$ cat src/rtl/decode_regfile_stage_pkg.sv
// Shared constants for the R-type decode / register-read stage:
// instruction field positions, opcode/funct encodings and datapath widths.
package decode_regfile_stage_pkg;
  localparam int DATA_WIDTH  = 32;
  localparam int REG_COUNT   = 32;
  localparam int REG_ADDR_W  = $clog2(REG_COUNT);
  localparam int COUNT_WIDTH = 16;

  localparam int OP_LSB    = 26;
  localparam int RS_LSB    = 21;
  localparam int RT_LSB    = 16;
  localparam int RD_LSB    = 11;
  localparam int SHAMT_LSB = 6;
  localparam int FUNCT_LSB = 0;
  localparam int OP_W      = 6;
  localparam int FUNCT_W   = 6;
  localparam int SHAMT_W   = 5;

  localparam logic [OP_W-1:0] OP_RTYPE = 6'h00;

  localparam logic [FUNCT_W-1:0] FUNCT_SLL  = 6'h00;
  localparam logic [FUNCT_W-1:0] FUNCT_SRL  = 6'h02;
  localparam logic [FUNCT_W-1:0] FUNCT_ADD  = 6'h20;
  localparam logic [FUNCT_W-1:0] FUNCT_ADDU = 6'h21;
  localparam logic [FUNCT_W-1:0] FUNCT_SUB  = 6'h22;
  localparam logic [FUNCT_W-1:0] FUNCT_SUBU = 6'h23;
  localparam logic [FUNCT_W-1:0] FUNCT_AND  = 6'h24;
  localparam logic [FUNCT_W-1:0] FUNCT_OR   = 6'h25;
  localparam logic [FUNCT_W-1:0] FUNCT_XOR  = 6'h26;
  localparam logic [FUNCT_W-1:0] FUNCT_NOR  = 6'h27;
  localparam logic [FUNCT_W-1:0] FUNCT_SLT  = 6'h2a;
  localparam logic [FUNCT_W-1:0] FUNCT_SLTU = 6'h2b;
endpackage

$ cat src/rtl/decode_regfile_stage_reg_file_2r1w.sv
// Register file: two combinational read ports, one synchronous write port.
// R0 reads as zero; a same-cycle write is forwarded to matching read ports.
module reg_file_2r1w
  import decode_regfile_stage_pkg::*;
#(
  parameter int DW  = DATA_WIDTH,
  parameter int RC  = REG_COUNT,
  parameter int AW  = $clog2(RC)
) (
  input  logic          clk,
  input  logic          rst_n,
  input  logic [AW-1:0] rd_addr_1,
  input  logic [AW-1:0] rd_addr_2,
  output logic [DW-1:0] rd_data_1,
  output logic [DW-1:0] rd_data_2,
  input  logic          wr_en,
  input  logic [AW-1:0] wr_addr,
  input  logic [DW-1:0] wr_data
);
  logic [DW-1:0] regs [RC];
  logic          wr_live;

  assign wr_live = wr_en && (wr_addr != '0);

  always_ff @(posedge clk or negedge rst_n) begin
    if (!rst_n) begin
      for (int i = 0; i < RC; i++) regs[i] <= '0;
    end else if (wr_live) begin
      regs[wr_addr] <= wr_data;
    end
  end

  // Forwarding lets the decode stage latch a value written on the same edge.
  always_comb begin
    rd_data_1 = '0;
    rd_data_2 = '0;
    if (rd_addr_1 != '0) rd_data_1 = (wr_live && wr_addr == rd_addr_1) ? wr_data : regs[rd_addr_1];
    if (rd_addr_2 != '0) rd_data_2 = (wr_live && wr_addr == rd_addr_2) ? wr_data : regs[rd_addr_2];
  end
endmodule

$ cat src/rtl/decode_regfile_stage.sv
// R-type decode and register read: one-entry pipeline register with
// valid/ready handshake feeding the ALU, plus an issued-instruction counter.
module decode_regfile_stage
  import decode_regfile_stage_pkg::*;
#(
  parameter int DW  = DATA_WIDTH,
  parameter int RC  = REG_COUNT,
  parameter int CW  = COUNT_WIDTH,
  parameter int AW  = $clog2(RC)
) (
  input  logic                 clk,
  input  logic                 rst_n,
  input  logic                 instr_valid,
  output logic                 instr_ready,
  input  logic [31:0]          instruction,
  input  logic                 wb_en,
  input  logic [AW-1:0]        wb_addr,
  input  logic [DW-1:0]        wb_data,
  output logic                 out_valid,
  input  logic                 out_ready,
  output logic [DW-1:0]        read_data_1,
  output logic [DW-1:0]        read_data_2,
  output logic [FUNCT_W-1:0]   function_field,
  output logic [AW-1:0]        out_rd,
  output logic [SHAMT_W-1:0]   out_shamt,
  output logic                 out_illegal,
  output logic [CW-1:0]        issue_count
);
  logic [OP_W-1:0]    op;
  logic [AW-1:0]      rs, rt, rd;
  logic [SHAMT_W-1:0] shamt;
  logic [FUNCT_W-1:0] funct;
  logic [DW-1:0]      rf_data_1, rf_data_2;
  logic               accept;

  assign op    = instruction[OP_LSB    +: OP_W];
  assign rs    = instruction[RS_LSB    +: AW];
  assign rt    = instruction[RT_LSB    +: AW];
  assign rd    = instruction[RD_LSB    +: AW];
  assign shamt = instruction[SHAMT_LSB +: SHAMT_W];
  assign funct = instruction[FUNCT_LSB +: FUNCT_W];

  assign instr_ready = !out_valid || out_ready;
  assign accept      = instr_valid && instr_ready;

  reg_file_2r1w #(.DW(DW), .RC(RC), .AW(AW)) u_rf (
    .clk       (clk),
    .rst_n     (rst_n),
    .rd_addr_1 (rs),
    .rd_addr_2 (rt),
    .rd_data_1 (rf_data_1),
    .rd_data_2 (rf_data_2),
    .wr_en     (wb_en),
    .wr_addr   (wb_addr),
    .wr_data   (wb_data)
  );

  // Data outputs only move on accept, so a stall holds them as-is.
  always_ff @(posedge clk or negedge rst_n) begin
    if (!rst_n) begin
      out_valid      <= 1'b0;
      read_data_1    <= '0;
      read_data_2    <= '0;
      function_field <= '0;
      out_rd         <= '0;
      out_shamt      <= '0;
      out_illegal    <= 1'b0;
      issue_count    <= '0;
    end else if (accept) begin
      out_valid      <= 1'b1;
      read_data_1    <= rf_data_1;
      read_data_2    <= rf_data_2;
      function_field <= funct;
      out_rd         <= rd;
      out_shamt      <= shamt;
      out_illegal    <= (op != OP_RTYPE);
      issue_count    <= issue_count + {{(CW-1){1'b0}}, 1'b1};
    end else if (out_ready) begin
      out_valid      <= 1'b0;
    end
  end
endmodule
$ cat config.mk
export PLATFORM = sky130hd
export DESIGN_NAME = decode_regfile_stage
export DESIGN_NICKNAME = d
export VERILOG_FILES = /design/src/rtl/decode_regfile_stage_pkg.sv /design/src/rtl/decode_regfile_stage_reg_file_2r1w.sv /design/src/rtl/decode_regfile_stage.sv
export SDC_FILE = /design/constraint.sdc
export NUM_CORES = 2
export LEC_CHECK = 0
export ABC_AREA = 1
export ABC_CLOCK_PERIOD_IN_PS = 1450
export CAP_MARGIN = 20
export CORE_ASPECT_RATIO = 0.5
export CORE_MARGIN = 3
export CORE_UTILIZATION = 40
export DETAILED_ROUTE_END_ITERATION = 8
export HOLD_SLACK_MARGIN = 0.1
export PLACE_DENSITY = 0.56
export SYNTH_ARGS = -nofsm -noshare
export SYNTH_HDL_FRONTEND = slang
export SYNTH_SLANG_ARGS = --single-unit
$ cat constraint.sdc
create_clock -name clk -period 1.45 [get_ports clk]
set_input_delay 0.29 -clock clk [delete_from_list [all_inputs] [get_ports clk]]
set_output_delay 0.29 -clock clk [all_outputs]
set_load 0.005 [all_outputs]
==> summary.txt <==
Status
  – Status: finished, violations left
  – Failing checks: negative setup slack

Routing
  – Final ANT Viol Nets: 0
  – Routed len/inst: 22.2 um
  – Overall routed net length: about 270000 um
  – # DRC: 0
  – Vias per cell: between 5 and 6
  – DRT Pass-1 Iters: 6
  – Via count: roughly 66000
  – DRT iter0 DRCs: about 8200

Global route
  – Antenna violations before repair: 8
  – Global-route wire length before repair: slightly above 400000 um
  – Vias in the first global route: around 61000
  – Total Routing Usage GR: 0.322
  – Largest net degree at the start of global routing: between 60 and 70
  – GRT Residual Overflow: 0

Logic synthesis
  – Synth top area share: 0.436
  – Synthesized area per cell: 6.61 um^2
  – Cell Area, Synth: approximately 64000 um^2
  – Synth Instances: between 9000 and 10000
  – Synth warn: 0
  – Post-synthesis sequential element count: ~1100
  – Post-synth cell types: 29
  – Yosys top cell by area: dfrtp_1
  – Seq/Total Area, Yosys: 0.436
  – Synth area leaders: dfrtp_1 (44%), nand2_1 (24%), nand3_1 (9.5%)
  – Synthesized Nets: 9815

Final layout
  – Post-route cell area: approximately 80000 um^2
  – Commonest non-fill, non-tap cell in the layout: nand2_1
  – Share of layout cells above drive strength 1: 0.139
  – Area growth syn-to-layout: 25.2%
  – Fin nets: about 10000
  – Fillers: between 15000 and 20000
  – Commonest non-fill, non-tap cells in the layout: nand2_1 (3919), nand3_1 (1218), dfrtp_1 (1089), o21ai_0 (882), nor2_1 (774)
  – Seq. cell area: between 20000 and 30000 um^2
  – Post-layout util: 0.507
  – Area of the multi-input gates: a little over 30000 um^2
  – Non-Filler Instances: around 12000

Timing
  – Setup Skew: about 0.014 ns
  – Least-Margin Pin Slew: ~0.93 ns
  – Final setup viols: between 150 and 200
  – Hold slack: ~0.17 ns
  – Slew margin rel.: 0.379
  – Final Max Slew Viols: 0
  – Fin crit share: 1.17
  – Max Fclk: between 500 and 600 MHz
  – Clock period minus worst slack: approximately 1.7 ns
  – Final hold vios: 0
  – Fin Setup TNS: -18.70 ns
  – RSZ-0062 raised after global routing: true
  – Final Worst Setup Slack: -0.243 ns

Critical path
  – Top delay family on crit path: flip-flops
  – CP peak stage delay: between 0.5 and 0.6 ns
  – CP cell instances: buf_6
  – Critical Path End Type: primary output
  – WS Path Type: reg2out
  – Worst Path Max Fanout: 2
  – CP startpoint kind: register
  – Slowest cell on crit path: dfrtp_2
  – CP required: between 1 and 1.5 ns
  – Worst Path Arrival: roughly 1.4 ns
  – Buf+Inv Stages, Crit Path: 1

Hold path
  – Hold WC Path Type: in2reg

Place
  – Buffers on Ports: roughly 170
  – Worst slack, placed: -0.803 ns
  – Hpwl dp: 178000 um
  – Placed Area: between 70000 and 80000 um^2
  – Placer congestion estimate: between 0.9 and 1
  – Placed Cells: around 12000

Pwr
  – Pwr Total: around 96 mW
  – Flop pwr share: 0.427
  – P_leak: about 40 nW
  – VDD IR-drop max: roughly 1100 uV
  – Power Internal: about 64 mW
  – Switching fraction of total power: 0.330
  – Combinational share of power: 0.242
  – Clk pwr share: 0.331
  – Power density cells: between 1000 and 1500 nW/um^2
  – Net switching power: ~32 mW

Clock tree
  – Reg clk slew, reported paths: approximately 0.070 ns
  – Root Buffer: clkbuf_16
  – H-tree depth: 3
  – Clock Tree Buf Depth: 3
  – Clk_lat worst skew: between 0.7 and 0.8 ns
  – CTS tree: done
  – CTS sink cnt: 1122
  – Cts bufs inserted: about 110

Floorplanning
  – Site Rows: slightly above 100
  – Die H: ~290 um
  – Placeable Area: roughly 160000 um^2
  – IO Pins: 173
  – Die X-Extent: ~570 um
  – Initial Util: 0.405
  – DIE AREA: between 150000 and 200000 um^2

Flow run
  – MaxCap Viol Count: 0
## registers in the layout (all words and copies together), names as in the netlist
| register | cells |
|---|---|
| function_field | 6 |
| issue_count | 16 |
| out_illegal | 1 |
| out_rd | 5 |
| out_shamt | 5 |
| out_valid | 1 |
| read_data_1 | 32 |
| read_data_2 | 32 |
| u_rf.regs | 1024 |
## cell type report
cell class,instances,area share
diodes,3,0.0000932
multi-input cells,7092,0.383
repair buffers,982,0.150
flip-flops and latches,1122,0.349
well taps,2152,0.0334
inverters,761,0.0365
clock inverters,47,0.00642
clock buffers,167,0.0419
## power groups by stage
stage / combinational (mW) / clock (mW) / sequential [mW]
floorplan: 13.5 / 0 / 40.1
global placement: 21.7 / 0 / 41.2
detailed placement: 22.1 / 0 / 41.2
CTS: 22.6 / 32.0 / 40.8
global route: 26.2 / 33.4 / 41.5
finish: 23.2 / 31.7 / 40.9
## cells in the mapped netlist, drive strengths merged
master / number
a21oi: 2
a31oi: 1
buf: 361
clkbuf: 404
dfrtp: 1122
ha: 1
inv: 761
nand2: 4045
nand3: 1222
nand4: 4
nor2: 788
nor3: 10
nor4: 3
o21ai: 993
xnor2: 12
xor2: 11
## logic make-up (layout without fill, tap and decap cells)
| kind of cell | count (synthesis) | in the layout | share of synthesized area |
|---|---|---|---|
| adders and majority gates | 1 | 1 | 0.000194 |
| xor gates and xnor gates | 23 | 23 | 0.00313 |
| DFF | 1122 | 1122 | 0.436 |
| buffers and inverters | 1526 | 1957 | 0.0988 |
| AOI/OAI and AO/OA | 996 | 996 | 0.0809 |
| other | 0 | 3 | 0 |
| and+or+nand+nor | 6072 | 6072 | 0.381 |
## worst paths after layout
check,start,to,slack [ns],depth (start not counted)
worst max-delay path,read_data_2[15],read_data_2[15],-0.24,1
worst min-delay path,instruction[11],out_rd[0],0.17,3
worst max register to register,out_valid,read_data_1[21],-0.13,13
worst min register to register,u_rf.regs[1016],u_rf.regs[1016],0.40,0
max in group asynchronous,rst_n,read_data_1[29],-0.16,3
min in group asynchronous,rst_n,out_rd[1],0.28,3
## repair_timing
item | 4_1_cts | 5_1_grt
gates resized for setup | 554 | 203
pin swaps | 57 | 135
gates cloned | 8 | 5
hold buffers | 16 | 1
setup endpoints to repair | 176 | 189
endpoints found under the hold margin | 1136 | 8
buffers inserted | 42 | 17
## layer usage
metal	part of all wire	global-route usage	up-vias
met2	0.43	0.489	3394
met4	0.038	0.111	2
met5	0.000047	0	-
li1	-	-	30900
met1	0.44	0.466	31600
met3	0.10	0.0518	513
## worst register-to-register path, delay by kind of cell, from the launching register on
| family | cells | cell delay [ns] |
|---|---|---|
| flops | 1 | 0.39 |
| simple gates | 6 | 0.38 |
| buf+inv | 7 | 0.75 |
No activity file was read; power rests on OpenSTA's default activity.
